File: config.mk
export PLATFORM = sky130hd
export DESIGN_NAME = des_mask_counter_array
export DESIGN_NICKNAME = d
export VERILOG_FILES = /design/src/rtl/des_mask_counter_array.sv
export SDC_FILE = /design/constraint.sdc
export NUM_CORES = 2
export LEC_CHECK = 0
export BUFFER_PORTS_ARGS = -buffer_cell sky130_fd_sc_hd__buf_2
export CAP_MARGIN = 20
export CORE_AREA = 5 5 290 292
export CTS_CLUSTER_DIAMETER = 120
export CTS_CLUSTER_SIZE = 30
export DETAILED_ROUTE_END_ITERATION = 8
export DIE_AREA = 0 0 295 297
export PLACE_DENSITY = 0.77
export SLEW_MARGIN = 5
export SYNTH_ARGS = -nofsm -noshare
export SYNTH_HDL_FRONTEND = slang
export SYNTH_SLANG_ARGS = --single-unit
File: constraint.sdc
create_clock -name clk -period 62.8 [get_ports clk]
set_input_delay 12.56 -clock clk [delete_from_list [all_inputs] [get_ports clk]]
set_output_delay 12.56 -clock clk [all_outputs]
set_load 0.02 [all_outputs]
File: src/rtl/des_mask_counter_array.sv
// des_mask_counter_array
// Counts, for each of N_MASKS run-time mask pairs, the plaintext/ciphertext
// pairs that satisfy parity(P & mask_i) ^ parity(C & mask_o) = 1.
// Input-side parities wait in a FIFO until the DES pipeline delivers the
// matching ciphertext, so the pipeline may stall or change depth freely.
// Optional feature macro: DES_MASK_CNT_SAT_EN (saturate counters instead of wrap).
module des_mask_counter_array #(
  parameter int N_MASKS    = 4,
  parameter int COUNT_W    = 48,
  parameter int FIFO_DEPTH = 32,
  localparam int SEL_W     = (N_MASKS > 1) ? $clog2(N_MASKS) : 1
) (
  input  logic                    clk,
  input  logic                    rst,
  input  logic                    start,
  input  logic                    abort,
  input  logic [64*N_MASKS-1:0]   mask_i,
  input  logic [64*N_MASKS-1:0]   mask_o,
  input  logic                    msg_valid,
  input  logic [63:0]             msg,
  input  logic                    msg_last,
  input  logic                    ct_valid,
  input  logic [63:0]             ct,
  input  logic [SEL_W-1:0]        rd_sel,
  output logic [COUNT_W-1:0]      rd_count,
  output logic [N_MASKS-1:0]      overflow,
  output logic                    fifo_err,
  output logic                    busy,
  output logic                    done
);

  localparam int AW = $clog2(FIFO_DEPTH);
  localparam logic [AW:0] FULL_CNT = (AW + 1)'(FIFO_DEPTH);
  localparam logic [SEL_W:0] N_SEL = (SEL_W + 1)'(N_MASKS);
  localparam logic [COUNT_W-1:0] CNT_MAX = '1;

  typedef enum logic [1:0] {
    IDLE  = 2'd0,
    RUN   = 2'd1,
    DRAIN = 2'd2,
    DONE  = 2'd3
  } state_t;

  state_t state, next_state;

  logic [64*N_MASKS-1:0] mask_i_reg, mask_o_reg;
  logic [N_MASKS-1:0]    fifo_mem [FIFO_DEPTH];
  logic [AW-1:0]         wr_ptr, rd_ptr;
  logic [AW:0]           fifo_cnt;
  logic [COUNT_W-1:0]    counters [N_MASKS];

  logic               active, start_go;
  logic               fifo_empty, fifo_full;
  logic               push_req, pop_req, do_push, do_pop;
  logic               underflow, push_drop;
  logic [N_MASKS-1:0] push_par, pop_par, hit;

  // Abort wins over everything, so no FIFO or counter activity happens on an abort cycle.
  assign active     = (state == RUN || state == DRAIN) && !abort;
  assign start_go   = start && !abort && (state == IDLE || state == DONE);
  assign fifo_empty = (fifo_cnt == '0);
  assign fifo_full  = (fifo_cnt == FULL_CNT);
  assign push_req   = active && (state == RUN) && msg_valid;
  assign pop_req    = active && ct_valid;
  assign do_pop     = pop_req && !fifo_empty;
  assign do_push    = push_req && (!fifo_full || do_pop);
  assign underflow  = pop_req && fifo_empty;
  assign push_drop  = push_req && fifo_full && !do_pop;
  assign pop_par    = fifo_mem[rd_ptr];
  assign busy       = (state == RUN || state == DRAIN);
  assign done       = (state == DONE);

  // Per-mask parities of the incoming plaintext and hit detection for the outgoing ciphertext.
  always_comb begin
    push_par = '0;
    hit      = '0;
    for (int k = 0; k < N_MASKS; k++) begin
      push_par[k] = ^(msg & mask_i_reg[64*k +: 64]);
      hit[k]      = pop_par[k] ^ (^(ct & mask_o_reg[64*k +: 64]));
    end
  end

  // State register.
  always_ff @(posedge clk or posedge rst) begin
    if (rst) state <= IDLE;
    else     state <= next_state;
  end

  // Next-state logic; a run ends once the FIFO is empty and no ciphertext is arriving.
  always_comb begin
    next_state = state;
    if (abort) begin
      next_state = IDLE;
    end else begin
      case (state)
        IDLE, DONE: if (start) next_state = RUN;
        RUN:        if (msg_valid && msg_last) next_state = DRAIN;
        DRAIN:      if (fifo_empty && !ct_valid) next_state = DONE;
        default:    next_state = IDLE;
      endcase
    end
  end

  // Masks are captured only when a run starts, so port changes mid-run have no effect.
  always_ff @(posedge clk or posedge rst) begin
    if (rst) begin
      mask_i_reg <= '0;
      mask_o_reg <= '0;
    end else if (start_go) begin
      mask_i_reg <= mask_i;
      mask_o_reg <= mask_o;
    end
  end

  // Parity FIFO storage; a full FIFO with a simultaneous pop overwrites the slot being read.
  always_ff @(posedge clk) begin
    if (do_push) fifo_mem[wr_ptr] <= push_par;
  end

  // FIFO pointers and occupancy; cleared on start and flushed on abort.
  always_ff @(posedge clk or posedge rst) begin
    if (rst) begin
      wr_ptr   <= '0;
      rd_ptr   <= '0;
      fifo_cnt <= '0;
    end else if (start_go || abort) begin
      wr_ptr   <= '0;
      rd_ptr   <= '0;
      fifo_cnt <= '0;
    end else begin
      if (do_push) wr_ptr <= wr_ptr + AW'(1);
      if (do_pop)  rd_ptr <= rd_ptr + AW'(1);
      case ({do_push, do_pop})
        2'b10:   fifo_cnt <= fifo_cnt + (AW + 1)'(1);
        2'b01:   fifo_cnt <= fifo_cnt - (AW + 1)'(1);
        default: fifo_cnt <= fifo_cnt;
      endcase
    end
  end

  // Sticky FIFO error flag; survives abort for post-mortem readout.
  always_ff @(posedge clk or posedge rst) begin
    if (rst)                         fifo_err <= 1'b0;
    else if (start_go)               fifo_err <= 1'b0;
    else if (underflow || push_drop) fifo_err <= 1'b1;
  end

  // Hit counters with sticky overflow flags; held across abort until the next start.
  always_ff @(posedge clk or posedge rst) begin
    if (rst) begin
      for (int k = 0; k < N_MASKS; k++) counters[k] <= '0;
      overflow <= '0;
    end else if (start_go) begin
      for (int k = 0; k < N_MASKS; k++) counters[k] <= '0;
      overflow <= '0;
    end else if (do_pop) begin
      for (int k = 0; k < N_MASKS; k++) begin
        if (hit[k]) begin
`ifdef DES_MASK_CNT_SAT_EN
          if (counters[k] == CNT_MAX) overflow[k] <= 1'b1;
          else                        counters[k] <= counters[k] + COUNT_W'(1);
`else
          if (counters[k] == CNT_MAX) overflow[k] <= 1'b1;
          counters[k] <= counters[k] + COUNT_W'(1);
`endif
        end
      end
    end
  end

  // Registered readout of the selected counter.
  always_ff @(posedge clk or posedge rst) begin
    if (rst)                        rd_count <= '0;
    else if ({1'b0, rd_sel} < N_SEL) rd_count <= counters[rd_sel];
    else                            rd_count <= '0;
  end

endmodule
Word-level counts from Yosys, hierarchy flattened
Memory sizes are Yosys's and may differ from the RTL's.
Index checks and enable logic that the tools add are counted.
- equality and inequality tests: 13
- multiplexer cells: 34
- add/subtract/negate cells: 8
- order comparisons: 1
- bitwise logic cells: 13
- reductions and logical operators: 56
- operator list (operator ; count):
    $and A64 B64 Y64 ; 8
    $reduce_xor A64 Y1 ; 8
    $mux W192 ; 2
    $mux W48 ; 6
    $add A48 B1 Y48 const B ; 4
    $eq A48 B48 Y1 const B ; 4
    $bmux W48 S2 ; 1
    $reduce_bool A2 Y1 ; 12
    $mux W5 ; 4
    $reduce_and A3 Y1 ; 5
    $logic_and A1 B1 Y1 ; 13
    $mux W1 ; 12
    $pmux W6 S2 ; 1
    $add A5 B1 Y5 const B ; 2
    $mux W2 ; 4
    $mux W4 ; 2
    $reduce_and A2 Y1 ; 4
    $add A6 B1 Y6 const B ; 1
    $eq A2 B2 Y1 const B ; 3
    $eq A6 B6 Y1 const B ; 1
    $logic_not A6 Y1 ; 1
    $mux W6 ; 1
    $ne A3 B2 Y1 const B ; 2
    $pmux W2 S3 ; 1
    11 further kinds ; 23
- memories kept: 1
- bits of input ports: 649
- output and inout bits: 55
- bits in registers: 775
- bits in writable memories: 128
- memories (memory ; words ; bits a word ; read ports ; clocked after memory_dff ; wr ports ; RTL line ; source):
    fifo_mem ; 32 ; 4 ; 1 ; 0 ; 1 ; 47 ; logic [N_MASKS-1:0] fifo_mem [FIFO_DEPTH];

Longest topological paths before layout
- word-level depth: 10
- gate-level depth with buffers: 15
- gate-level depth less buffers: 14

Worst setup path after synthesis
Ideal clock, no wire load.
- kind: input port to flip-flop
- from: input abort
- to: register fifo_cnt[5]
- stages on the path: 14
- buffers on the path: 2
- setup slack: 47.607 ns
- arrival: 15.072 ns
- cells stage by stage: clkbuf_1 > nor2_1 > nand2_1 > or2_1 > clkbuf_1 > nor2_1 > ha_1 > a21o_1 > a21oi_1 > o21bai_1 > a21oi_1 > xnor2_1 > o21ai_0 > a22o_1
- word-level cells in the longest chain between the ends: 9
- elaborated cells on any way between the ends: 16
- classes of those cells: eq/ne (2); mux (2); reduce/logical (12)
- RTL lines (what ; RTL line ; source):
    start, declared ; 16 ; input logic abort,
    $logic_not A1 Y1 ; 59, 60 ;
    $logic_and A1 B1 Y1 ; 59 ; assign active = (state == RUN || state == DRAIN) && !abort;
    $logic_and A1 B1 Y1 ; 64 ; assign pop_req = active && ct_valid;
    $logic_and A1 B1 Y1 ; 65 ; assign do_pop = pop_req && !fifo_empty;
    $logic_or A1 B1 Y1 ; 66 ; assign do_push = push_req && (!fifo_full || do_pop);
    $logic_and A1 B1 Y1 ; 66 ;
    $eq A2 B1 Y1 or $eq A2 B2 Y1 (tied branches) ; 133 ; case ({do_push, do_pop})
    $pmux W6 S2 ; 133 ;
    $mux W6 ; 126 ; end else if (start_go || abort) begin
    end signal, assigned ; 134 ; 2'b10: fifo_cnt <= fifo_cnt + (AW + 1)'(1);
    end signal, assigned ; 135 ; 2'b01: fifo_cnt <= fifo_cnt - (AW + 1)'(1);
    end signal, assigned ; 136 ; default: fifo_cnt <= fifo_cnt;
    end, declared ; 49 ; logic [AW:0] fifo_cnt;
Parallel ways exist; a longest one is shown, timed or not.
A chain may end at the register's enable or synchronous reset.

==> impl_metrics.env <==
export IMPL_grt_max_degree=245
export IMPL_floorplan_initialDensity_pct=54.32
export IMPL_grt_use_total_pct=34.00
export IMPL_cts_setup_buffers=0
export IMPL_clock_latency_ns=0.62
export IMPL_synth_warnings=0
export IMPL_fin_crit_sh_pct=25.30
export IMPL_cts_tree="done"
export IMPL_antenna_found_initial=49
export IMPL_switchingPower_mw=1.786
export IMPL_synthArstFlopShare_pct=85.83
export IMPL_yosysSeqAreaShare_pct=52.60
export IMPL_via_per_inst=5.632
export IMPL_grt_pass1_wl_mm=224.2
export IMPL_drtIter0Drc=4189
export IMPL_clkTransAtPathRegs_ns=0.11
export IMPL_max_slew_margin_rel_pct=6.596
export IMPL_synth_nets=5516
export IMPL_worst_ep_arrival_time_ns=16.49
export IMPL_fp_row_count=105
export IMPL_drv_slew=0
export IMPL_cts_sinks=903
export IMPL_globalplace_congestion=1.003
export IMPL_start_kind="input port"
export IMPL_area_delta_synth_final_pct=12.70
export IMPL_ant_nets=0
export IMPL_dp_cells=6449
export IMPL_die_y_um=297
export IMPL_wl_mm=153.2
export IMPL_tns_ns=0
export IMPL_fmax_ghz=0.06294
export IMPL_final_nets=6089
export IMPL_io_buffer_count=703
export IMPL_critPathMaxFanout=156
export IMPL_hold_class="flop to flop"
export IMPL_min_period_ns=15.89
export IMPL_seqPwrFrac_pct=35.0
export IMPL_clockBufferDepth=3
export IMPL_vias=36770
export IMPL_fillers=6961
export IMPL_drive_above_1_share_pct=15.96
export IMPL_worstSetupPathType="input port to async pin"
export IMPL_drv_cap=0
export IMPL_setup_viol=0
export IMPL_synth_edf_count=128
export IMPL_dieArea_um2=87620
export IMPL_boundaryPins=704
export IMPL_mostFrequentLayoutCells="nand2_1, dfrtp_1, buf_2, xnor2_1, nor2_1"
export IMPL_cts_resized=0
export IMPL_syn_cell_area_um2=44170
export IMPL_ir_drop_mv=0.2451
export IMPL_holdWs_ns=0.4853
export IMPL_p_sw_share_pct=48.21
export IMPL_finalNonFillerCells=6529
export IMPL_cts_buffers_inserted=36
export IMPL_p_int_mw=1.918
export IMPL_cts_htree_levels=2
export IMPL_p_per_area_nw_per_um2=74.40
export IMPL_status="finished clean"
export IMPL_root_buffer="clkbuf_16"
export IMPL_clock_power_share_pct=8.0
export IMPL_dp_hpwl_mm=116.9
export IMPL_grt_setup_unrepaired="no"
export IMPL_cp_required_ns=63.40
export IMPL_p_comb_share_pct=57.0
export IMPL_final_common_cell="nand2_1"
export IMPL_hold_buffers=0
export IMPL_synthCells=4849
export IMPL_first_pass_iters=6
export IMPL_ys_types=57
export IMPL_synth_ff_type="dfrtp_1"
export IMPL_synth_seq_cells=903
export IMPL_fin_worst_skew_ns=0.03310
export IMPL_postLayoutCoreUtil_pct=61.22
export IMPL_gr_total_overflow=0
export IMPL_crit_path_end_kind="async pin"
export IMPL_worst_pin_slew_ns=1.401
export IMPL_syn_mean_instance_area_um2=9.110
export IMPL_hold_viol_final=0
export IMPL_core_um2=81320
export IMPL_wl_per_cell_um=23.46
export IMPL_drc=0
export IMPL_p_leak_nw=23.49
export IMPL_grt_pass1_vias=35610
export IMPL_die_x_um=295
[worst max-delay path: stages]
cell and delay, ns:
buf_2 0.13, inv_8 0.55, buf_12 0.67, buf_4 0.38
buf_16 0.34, buf_4 0.68, buf_4 0.90
[path summary, 6_finish.rpt]
path | from | end | slack, ns | depth (start not counted)
worst max-delay path | rst | mask_o_reg[60] | 46.91 | 7
worst min-delay path | mask_o_reg[158] | mask_o_reg[158] | 0.49 | 2
worst max register to register | rd_ptr[1] | counters[17] | 57.53 | 11
worst min register to register | mask_o_reg[158] | mask_o_reg[158] | 0.49 | 2
max in group clk | start | mask_o_reg[58] | 46.92 | 9
min in group asynchronous | rst | state[0] | 12.08 | 2
[kinds of logic after synthesis]
family,after synthesis,share of synthesized area [%]
DFF,903,52.60
xor gates and xnor gates,640,12.86
AOI/OAI and AO/OA,203,2.691
buffers and inverters,231,2.087
adders and majority gates,18,0.5268
muxes,116,3.988
and+or+nand+nor,2738,25.24
[cell usage after synthesis (all sizes together), types with 32 or more instances]
cell    count  area (um2)
a21oi      87       435.4
a22oi      32       240.2
and3       52       325.3
clkbuf    180       676.9
dfrtp     775       19390
edfxtp    128        3844
mux2i      68       680.7
mux4       48        1081
nand2    2138        8025
nand3      98       495.5
nand4      47       294.0
nor2      212       795.8
nor3       49       245.2
nor4       32       206.5
o21ai      50       250.2
or3        42       262.8
xnor2     456        4016
xor2      180        1577
[power by group through the flow]
stage	registers [mW]	logic, mW	clock network (mW)
after floorplan	1.28	1.29	0
after global placement	1.30	2.02	0
after detailed placement	1.30	2.09	0
after CTS	1.29	2.09	0.301
after global routing	1.31	2.25	0.320
final	1.29	2.11	0.296
[per-stage QoR]
| stage | area [um2] | power (mW) | setup slack [ns] |
|---|---|---|---|
| 5_1_grt | 49760 | 3.877 | 46.33 |
| 3_5_place_dp | 48620 | 3.388 | 45.82 |
| 4_1_cts | 49630 | 3.687 | 46.51 |
| 2_1_floorplan | 44170 | 2.574 | 28.48 |
| 6_report | 49780 | 3.704 | 46.91 |
| 3_3_place_gp | 48620 | 3.317 | 45.85 |
[routing by layer]
| layer | vias up | part of all wire [%] | GRT usage (%) |
|---|---|---|---|
| li1 | 16710 | - | - |
| met1 | 17750 | 39 | 46.52 |
| met2 | 1909 | 45 | 51.74 |
| met3 | 372 | 11 | 8.810 |
| met4 | 34 | 5.3 | 14.76 |
| met5 | - | 0.13 | 0 |
[final cells by class]
cell class                      count  area [um2]  area share [%]
Sequential cell                   903       23240           46.68
Multi-Input combinational cell   3715       20100           40.38
Timing Repair Buffer              744        3944           7.922
Tap cell                         1070        1339           2.689
Clock buffer                       44       952.2           1.913
Inverter                           22       90.09          0.1810
Antenna cell                       25       62.56          0.1257
Clock inverter                      6       55.05          0.1106
Power figures use the tool's default switching activity.
